<file path="src/rtl/seg7_pkg.sv">
// Shared definitions for the 7-segment scan controller: blank pattern, scan states and hex lookup.
package seg7_pkg;

   localparam logic [7:0] SEG_OFF = 8'hFF;

   typedef enum logic {BLANK = 1'b0, DRIVE = 1'b1} state_t;

   // Active-low {g,f,e,d,c,b,a} for one hex nibble.
   function automatic logic [6:0] hex_to_seg(input logic [3:0] nib);
      logic [6:0] seg;
      case (nib)
         4'h0:    seg = 7'h40;
         4'h1:    seg = 7'h79;
         4'h2:    seg = 7'h24;
         4'h3:    seg = 7'h30;
         4'h4:    seg = 7'h19;
         4'h5:    seg = 7'h12;
         4'h6:    seg = 7'h02;
         4'h7:    seg = 7'h78;
         4'h8:    seg = 7'h00;
         4'h9:    seg = 7'h10;
         4'hA:    seg = 7'h08;
         4'hB:    seg = 7'h03;
         4'hC:    seg = 7'h46;
         4'hD:    seg = 7'h21;
         4'hE:    seg = 7'h06;
         default: seg = 7'h0E;
      endcase
      return seg;
   endfunction

endpackage

</file>
<file path="src/rtl/seg7_hex_decode.sv">
// Combinational hex nibble to active-low 7-segment pattern.
module seg7_hex_decode
   import seg7_pkg::*;
(
   input  logic [3:0] nibble,
   output logic [6:0] seg
);

   assign seg = hex_to_seg(nibble);

endmodule

</file>
<file path="src/rtl/seg7_scan_ctrl.sv">
// Multiplexed common-anode 7-seg scanner with blanking gaps and frame-synchronous data update.
// Optional SEG_PWM_EN adds a brightness port that gates each digit's DRIVE phase in eighths.
module seg7_scan_ctrl
   import seg7_pkg::*;
#(
   parameter int NUM_DIGITS   = 8,
   parameter int DIGIT_CYCLES = 100000,
   parameter int BLANK_CYCLES = 1000
) (
   input  logic                    clk,
   input  logic                    rst,
   input  logic                    load,
   input  logic [4*NUM_DIGITS-1:0] digit_data,
   input  logic [NUM_DIGITS-1:0]   digit_en,
   input  logic [NUM_DIGITS-1:0]   dp,
`ifdef SEG_PWM_EN
   input  logic [2:0]              brightness,
`endif
   output logic [7:0]              cathode,
   output logic [NUM_DIGITS-1:0]   anode,
   output logic                    frame_tick
);

   localparam int CNT_W = (DIGIT_CYCLES > 1) ? $clog2(DIGIT_CYCLES) : 1;
   localparam int IDX_W = (NUM_DIGITS > 1) ? $clog2(NUM_DIGITS) : 1;

   state_t                  state_q, state_d;
   logic [CNT_W-1:0]        cnt_q, cnt_d;
   logic [IDX_W-1:0]        idx_q, idx_d;
   logic [4*NUM_DIGITS-1:0] shd_data_q, shd_data_d, act_data_q, act_data_d;
   logic [NUM_DIGITS-1:0]   shd_en_q, shd_en_d, act_en_q, act_en_d;
   logic [NUM_DIGITS-1:0]   shd_dp_q, shd_dp_d, act_dp_q, act_dp_d;
   logic                    pending_q, pending_d;
   logic [NUM_DIGITS-1:0]   anode_q, anode_d;
   logic [7:0]              cathode_q, cathode_d;
   logic                    frame_tick_q, frame_tick_d;
   logic                    slot_end, boundary, pwm_on;
   logic [3:0]              dec_nib;
   logic [6:0]              dec_seg;

   always_comb begin
      state_d    = state_q;
      cnt_d      = cnt_q + CNT_W'(1);
      idx_d      = idx_q;
      shd_data_d = shd_data_q;
      shd_en_d   = shd_en_q;
      shd_dp_d   = shd_dp_q;
      act_data_d = act_data_q;
      act_en_d   = act_en_q;
      act_dp_d   = act_dp_q;
      pending_d  = pending_q;

      slot_end = (cnt_q == CNT_W'(DIGIT_CYCLES - 1));
      boundary = slot_end && (idx_q == IDX_W'(NUM_DIGITS - 1));

      if (slot_end) begin
         cnt_d = '0;
         idx_d = boundary ? '0 : idx_q + IDX_W'(1);
      end
      state_d = (cnt_d < CNT_W'(BLANK_CYCLES)) ? BLANK : DRIVE;

      // Boundary copy happens before the load capture so a same-cycle load stays pending.
      if (boundary && pending_q) begin
         act_data_d = shd_data_q;
         act_en_d   = shd_en_q;
         act_dp_d   = shd_dp_q;
         pending_d  = 1'b0;
      end
      if (load) begin
         shd_data_d = digit_data;
         shd_en_d   = digit_en;
         shd_dp_d   = dp;
         pending_d  = 1'b1;
      end

      frame_tick_d = (cnt_d == CNT_W'(DIGIT_CYCLES - 1)) && (idx_d == IDX_W'(NUM_DIGITS - 1));
   end

   assign dec_nib = act_data_d[{idx_d, 2'b00} +: 4];

   seg7_hex_decode u_dec (
      .nibble (dec_nib),
      .seg    (dec_seg)
   );

`ifdef SEG_PWM_EN
   localparam int SLICE = (DIGIT_CYCLES - BLANK_CYCLES) / 8;

   logic [2:0]       bright_q, bright_d;
   logic [CNT_W-1:0] drive_pos;

   always_comb begin
      bright_d  = (state_q == BLANK && state_d == DRIVE) ? brightness : bright_q;
      drive_pos = cnt_d - CNT_W'(BLANK_CYCLES);
      pwm_on    = (drive_pos / CNT_W'(SLICE)) <= CNT_W'(bright_d);
   end

   always_ff @(posedge clk or posedge rst) begin
      if (rst) bright_q <= '0;
      else     bright_q <= bright_d;
   end
`else
   assign pwm_on = 1'b1;
`endif

   // Outputs are computed from next-state values so they switch on the same edge as the FSM.
   always_comb begin
      anode_d   = '1;
      cathode_d = SEG_OFF;
      if (state_d == DRIVE) begin
         cathode_d      = {~act_dp_d[idx_d], dec_seg};
         anode_d[idx_d] = ~(act_en_d[idx_d] & pwm_on);
      end
   end

   always_ff @(posedge clk or posedge rst) begin
      if (rst) begin
         state_q      <= BLANK;
         cnt_q        <= '0;
         idx_q        <= '0;
         shd_data_q   <= '0;
         shd_en_q     <= '0;
         shd_dp_q     <= '0;
         act_data_q   <= '0;
         act_en_q     <= '0;
         act_dp_q     <= '0;
         pending_q    <= 1'b0;
         anode_q      <= '1;
         cathode_q    <= SEG_OFF;
         frame_tick_q <= 1'b0;
      end else begin
         state_q      <= state_d;
         cnt_q        <= cnt_d;
         idx_q        <= idx_d;
         shd_data_q   <= shd_data_d;
         shd_en_q     <= shd_en_d;
         shd_dp_q     <= shd_dp_d;
         act_data_q   <= act_data_d;
         act_en_q     <= act_en_d;
         act_dp_q     <= act_dp_d;
         pending_q    <= pending_d;
         anode_q      <= anode_d;
         cathode_q    <= cathode_d;
         frame_tick_q <= frame_tick_d;
      end
   end

   assign anode      = anode_q;
   assign cathode    = cathode_q;
   assign frame_tick = frame_tick_q;

endmodule

</file>
<file path="config.mk">
export PLATFORM = sky130hd
export DESIGN_NAME = seg7_scan_ctrl
export DESIGN_NICKNAME = d
export VERILOG_FILES = /design/src/rtl/seg7_pkg.sv /design/src/rtl/seg7_hex_decode.sv /design/src/rtl/seg7_scan_ctrl.sv
export SDC_FILE = /design/constraint.sdc
export NUM_CORES = 1
export LEC_CHECK = 0
export ABC_AREA = 1
export BUFFER_PORTS_ARGS = -buffer_cell sky130_fd_sc_hd__buf_2
export CAP_MARGIN = 25
export CELL_PAD_IN_SITES_DETAIL_PLACEMENT = 1
export CELL_PAD_IN_SITES_GLOBAL_PLACEMENT = 1
export CORE_ASPECT_RATIO = 0.75
export CORE_MARGIN = 2
export CORE_UTILIZATION = 40
export DETAILED_ROUTE_END_ITERATION = 7
export GPL_ROUTABILITY_DRIVEN = 0
export PLACE_DENSITY_LB_ADDON = 0.08
export SLEW_MARGIN = 20
export SYNTH_ARGS = -nofsm -noshare
export SYNTH_HDL_FRONTEND = slang
export SYNTH_SLANG_ARGS = --single-unit
</file>
<file path="constraint.sdc">
create_clock -name clk -period 7.2 [get_ports clk]
set_input_delay 1.08 -clock clk [delete_from_list [all_inputs] [get_ports clk]]
set_output_delay 1.08 -clock clk [all_outputs]
set_load 0.02 [all_outputs]
</file>
==> results.txt <==
* Run status: finished, final reports clean
- The die covers approximately 18000 µm².
- Leakage power: roughly 0.0043 µW
- Power density of the placed cells: around 220 nW/µm²
* Final core utilization: 0.468
* Final Routed Wirelength: 18700 µm
- Entering global routing, the biggest net connects 72 pins.
* First-pass GRT wire length: a little over 30000 µm
- Share of cells above drive strength 1: 0.187
* Clock H-tree levels: 4
- Setup repair after global routing left no endpoint under its margin.
* Maximum buffer depth of the clock tree: 2
* Max-slew violation total from the final report: 0
- The share of the Yosys chip area taken by registers is 0.501.
- The wire-length estimate of the detail-placed layout is approximately 13000 µm.
* Clock tree from TritonCTS: done
- Vias per cell: approximately 5
- Count of hold-fix buffers inserted at cts: 0
- The die is between 150 and 200 µm wide.
* Global route overflow: 0
- The count of endpoints failing hold in the final timing report was 0.
- Routed via count: 5555
* Worst-path maximum fanout: 37
* Top-level port count: a little under 70
* Clock latency reported for the late side of the worst-skew pair: around 0.42 ns
- The startpoint identified for the worst hold timing path is act_data_q[26].
- The number of nets handed over by synthesis was ~900.
* Mapped Area: around 6700 µm²
- Remaining max-slew budget at the tightest pin: 0.401
- From synthesis to final layout, the design area changed by 15.7%.
- Worst Tran Pin Value: roughly 0.9 ns
- Fmax: 290 MHz
- Filler Cell Count: around 2100
* Drt drc: 0
- In this run the worst hold path is classified as flip-flop to flip-flop.
* Maximum VDD drop: 144 µV
- Startpoint Class: flip-flop
- For this run, the post-layout net count is a little under 1000.
- The number of global-route vias before repair was between 5000 and 6000.
* Warnings from Yosys: 0
- The tightest hold path in the finished design has a slack of around 0.47 ns.
* Share of the synthesized area in the top cell type: 0.439
- Buffers added to address setup during post-CTS repair amount to 0.
- Worst setup path class: flip-flop to flip-flop
- Across every metal layer, demand over resource in global routing totals 0.222.
- The startpoint identified for the worst register-to-register timing path is cnt_q[0].
- Library cell occupying the most area in the post-synthesis netlist: sky130_fd_sc_hd__dfrtp_1
- Final critical-path share of the clock period: 0.479
- The synthesized design contains between 100 and 150 register bits.
* CTS clock-pin slew for the worst setup and hold paths: 0.06 ns
* Setup tns final: 0 ns
- STA puts the critical path data required time at roughly 7.5 ns.
* Num rows: 41
- Proportion of register bits with asynchronous set or reset after synthesis: 1.00
- The tree is rooted in a sky130_fd_sc_hd__clkbuf_16.
* Power Total: about 1700 µW
- Port-buffer cells: 67
* EDFF count, synth: 0
* Count of TritonRoute iterations in the first routing pass: 4
* Starting utilization of the core area: 0.405
- Number of DRC violations after detailed-routing iteration 0: 277
- Count of different cell masters after synthesis: 32
- The total area inside the core boundary comes to about 17000 µm².
- Total CTS buffers: 17
- On the final layout, the worst clock skew is roughly 0.017 ns.
- The tool flagged a number of max-cap violations equal to 0.
- In the post-synthesis netlist, the biggest area contributors are sky130_fd_sc_hd__dfrtp_1, sky130_fd_sc_hd__nand2_1, sky130_fd_sc_hd__inv_1, sky130_fd_sc_hd__dfstp_2, sky130_fd_sc_hd__nand3_1.
- PostCTS Resize Cnt: 0
* Crit path launch: cnt_q[0]
- Ant. Diodes: 0
- The die is roughly 120 µm tall.
- STA classifies the critical path endpoint as a flip-flop.
* Final setup violation count: 0
* Top flip-flop cell by instance count after synthesis: sky130_fd_sc_hd__dfrtp_1
* Average wire per standard cell: approximately 16 µm
- CP Data Arrival Time: ~3.8 ns
- In this run the remaining antenna-violating nets after routing total 0.
- Avg Cell Area, Syn: between 7 and 8 µm²
- The initial antenna violation count was 0.
* Clock sinks: ~130
- Cell count after synthesis: 842
- Final period demand of the worst path: ~3.5 ns
[final cells by class]
class	instances	area, µm²	share of cell area
clock buffers	30	557	0.0715
clock inverters	2	10.0	0.00129
inverters	137	517	0.0664
multi-input cells	548	2690	0.345
flip-flops and latches	134	3370	0.433
well taps	215	269	0.0346
repair buffers	71	373	0.0479
[where the power goes]
group | total (µW) | switching [µW] | internal, µW | leakage, µW
clock | 833 | 315 | 518 | 0.000279
sequential | 792 | 14.3 | 778 | 0.00171
combinational | 67.3 | 45.4 | 21.9 | 0.00233
total | 1690 | 375 | 1320 | 0.00432
[synth_stat cells, types with 6 or more instances]
master	n
sky130_fd_sc_hd__nor2_2	11
sky130_fd_sc_hd__ha_1	9
sky130_fd_sc_hd__buf_6	7
sky130_fd_sc_hd__nand2_2	11
sky130_fd_sc_hd__nor3_1	14
sky130_fd_sc_hd__inv_2	8
sky130_fd_sc_hd__o21ai_2	9
sky130_fd_sc_hd__dfrtp_1	118
sky130_fd_sc_hd__xor2_1	7
sky130_fd_sc_hd__o21ai_0	33
sky130_fd_sc_hd__inv_1	129
sky130_fd_sc_hd__nor2_1	58
sky130_fd_sc_hd__nor2_4	6
sky130_fd_sc_hd__nand4_1	23
sky130_fd_sc_hd__o21ai_1	22
sky130_fd_sc_hd__dfstp_2	16
sky130_fd_sc_hd__nand3_1	46
sky130_fd_sc_hd__clkbuf_1	11
sky130_fd_sc_hd__nand2_1	279
[cell usage in the layout (no fill, tap or decap), drive strengths merged, types with 7 or more instances in the layout]
cell and instances:
nor2 77, nand4 24, inv 137, ha 9
clkbuf 30, xor2 7, o21ai 65, dfrtp 118
nand2 292, nor3 15, nand3 53, buf 71
dfstp 16
[routing by layer]
layer  track usage  vias to the layer above  routed length [µm]
met5             0                        -                   0
met4        0.0526                        0                 163
li1              -                     2735                   -
met1         0.303                     2702                8950
met3        0.0586                       11                 928
met2         0.357                      107                8710
[sequential cells by signal (all words and copies together) (netlist names)]
| signal | flops |
|---|---|
| shd_data_q | 32 |
| pending_q | 1 |
| cnt_q | 17 |
| frame_tick | 1 |
| act_data_q | 32 |
| cathode | 8 |
| act_en_q | 8 |
| shd_en_q | 8 |
| anode | 8 |
| shd_dp_q | 8 |
| idx_q | 3 |
| act_dp_q | 8 |
[logic make-up after synthesis]
group,Yosys count,synth area share
simple gates,461,0.312
flops,134,0.501
buf+inv,160,0.0991
xor+xnor,7,0.00911
fa+ha+maj,9,0.0167
compound gates,71,0.0612
[final timing paths]
path	cells past startpoint	endpoint	slack, ns
max	17	cathode[0]	3.75
min	2	act_data_q[26]	0.47
max reg2reg	17	cathode[0]	3.75
min reg2reg	2	act_data_q[26]	0.47
max in group asynchronous	3	act_data_q[1]	4.97
min in group asynchronous	2	cnt_q[14]	0.80
[per-stage QoR]
step | setup slack [ns] | instance area [µm²] | cells
3_5_place_dp | 3.86 | 7200 | 1104
3_3_place_gp | 4.06 | 7200 | 1104
2_1_floorplan | 2.56 | 6730 | 842
5_1_grt | 3.39 | 7780 | 1137
4_1_cts | 3.78 | 7770 | 1136
6_report | 3.75 | 7780 | 1137
[critical path, cell delays in order (launching register included)]
cell,delay (ns)
sky130_fd_sc_hd__dfrtp_1,0.44
sky130_fd_sc_hd__ha_1,0.26
sky130_fd_sc_hd__nand2_2,0.11
sky130_fd_sc_hd__nor2_8,0.18
sky130_fd_sc_hd__nand3_2,0.12
sky130_fd_sc_hd__nor2_4,0.16
sky130_fd_sc_hd__nand4_4,0.45
sky130_fd_sc_hd__o21ai_0,0.46
sky130_fd_sc_hd__nor2_1,0.07
sky130_fd_sc_hd__nor2_1,0.13
sky130_fd_sc_hd__nand2_1,0.08
sky130_fd_sc_hd__nor2_2,0.23
sky130_fd_sc_hd__inv_1,0.14
sky130_fd_sc_hd__ha_1,0.26
sky130_fd_sc_hd__nand3_1,0.10
sky130_fd_sc_hd__nand2_1,0.06
sky130_fd_sc_hd__nand2_1,0.05
sky130_fd_sc_hd__nand3_1,0.07
Note: power is estimated with default switching activity, not from simulation.
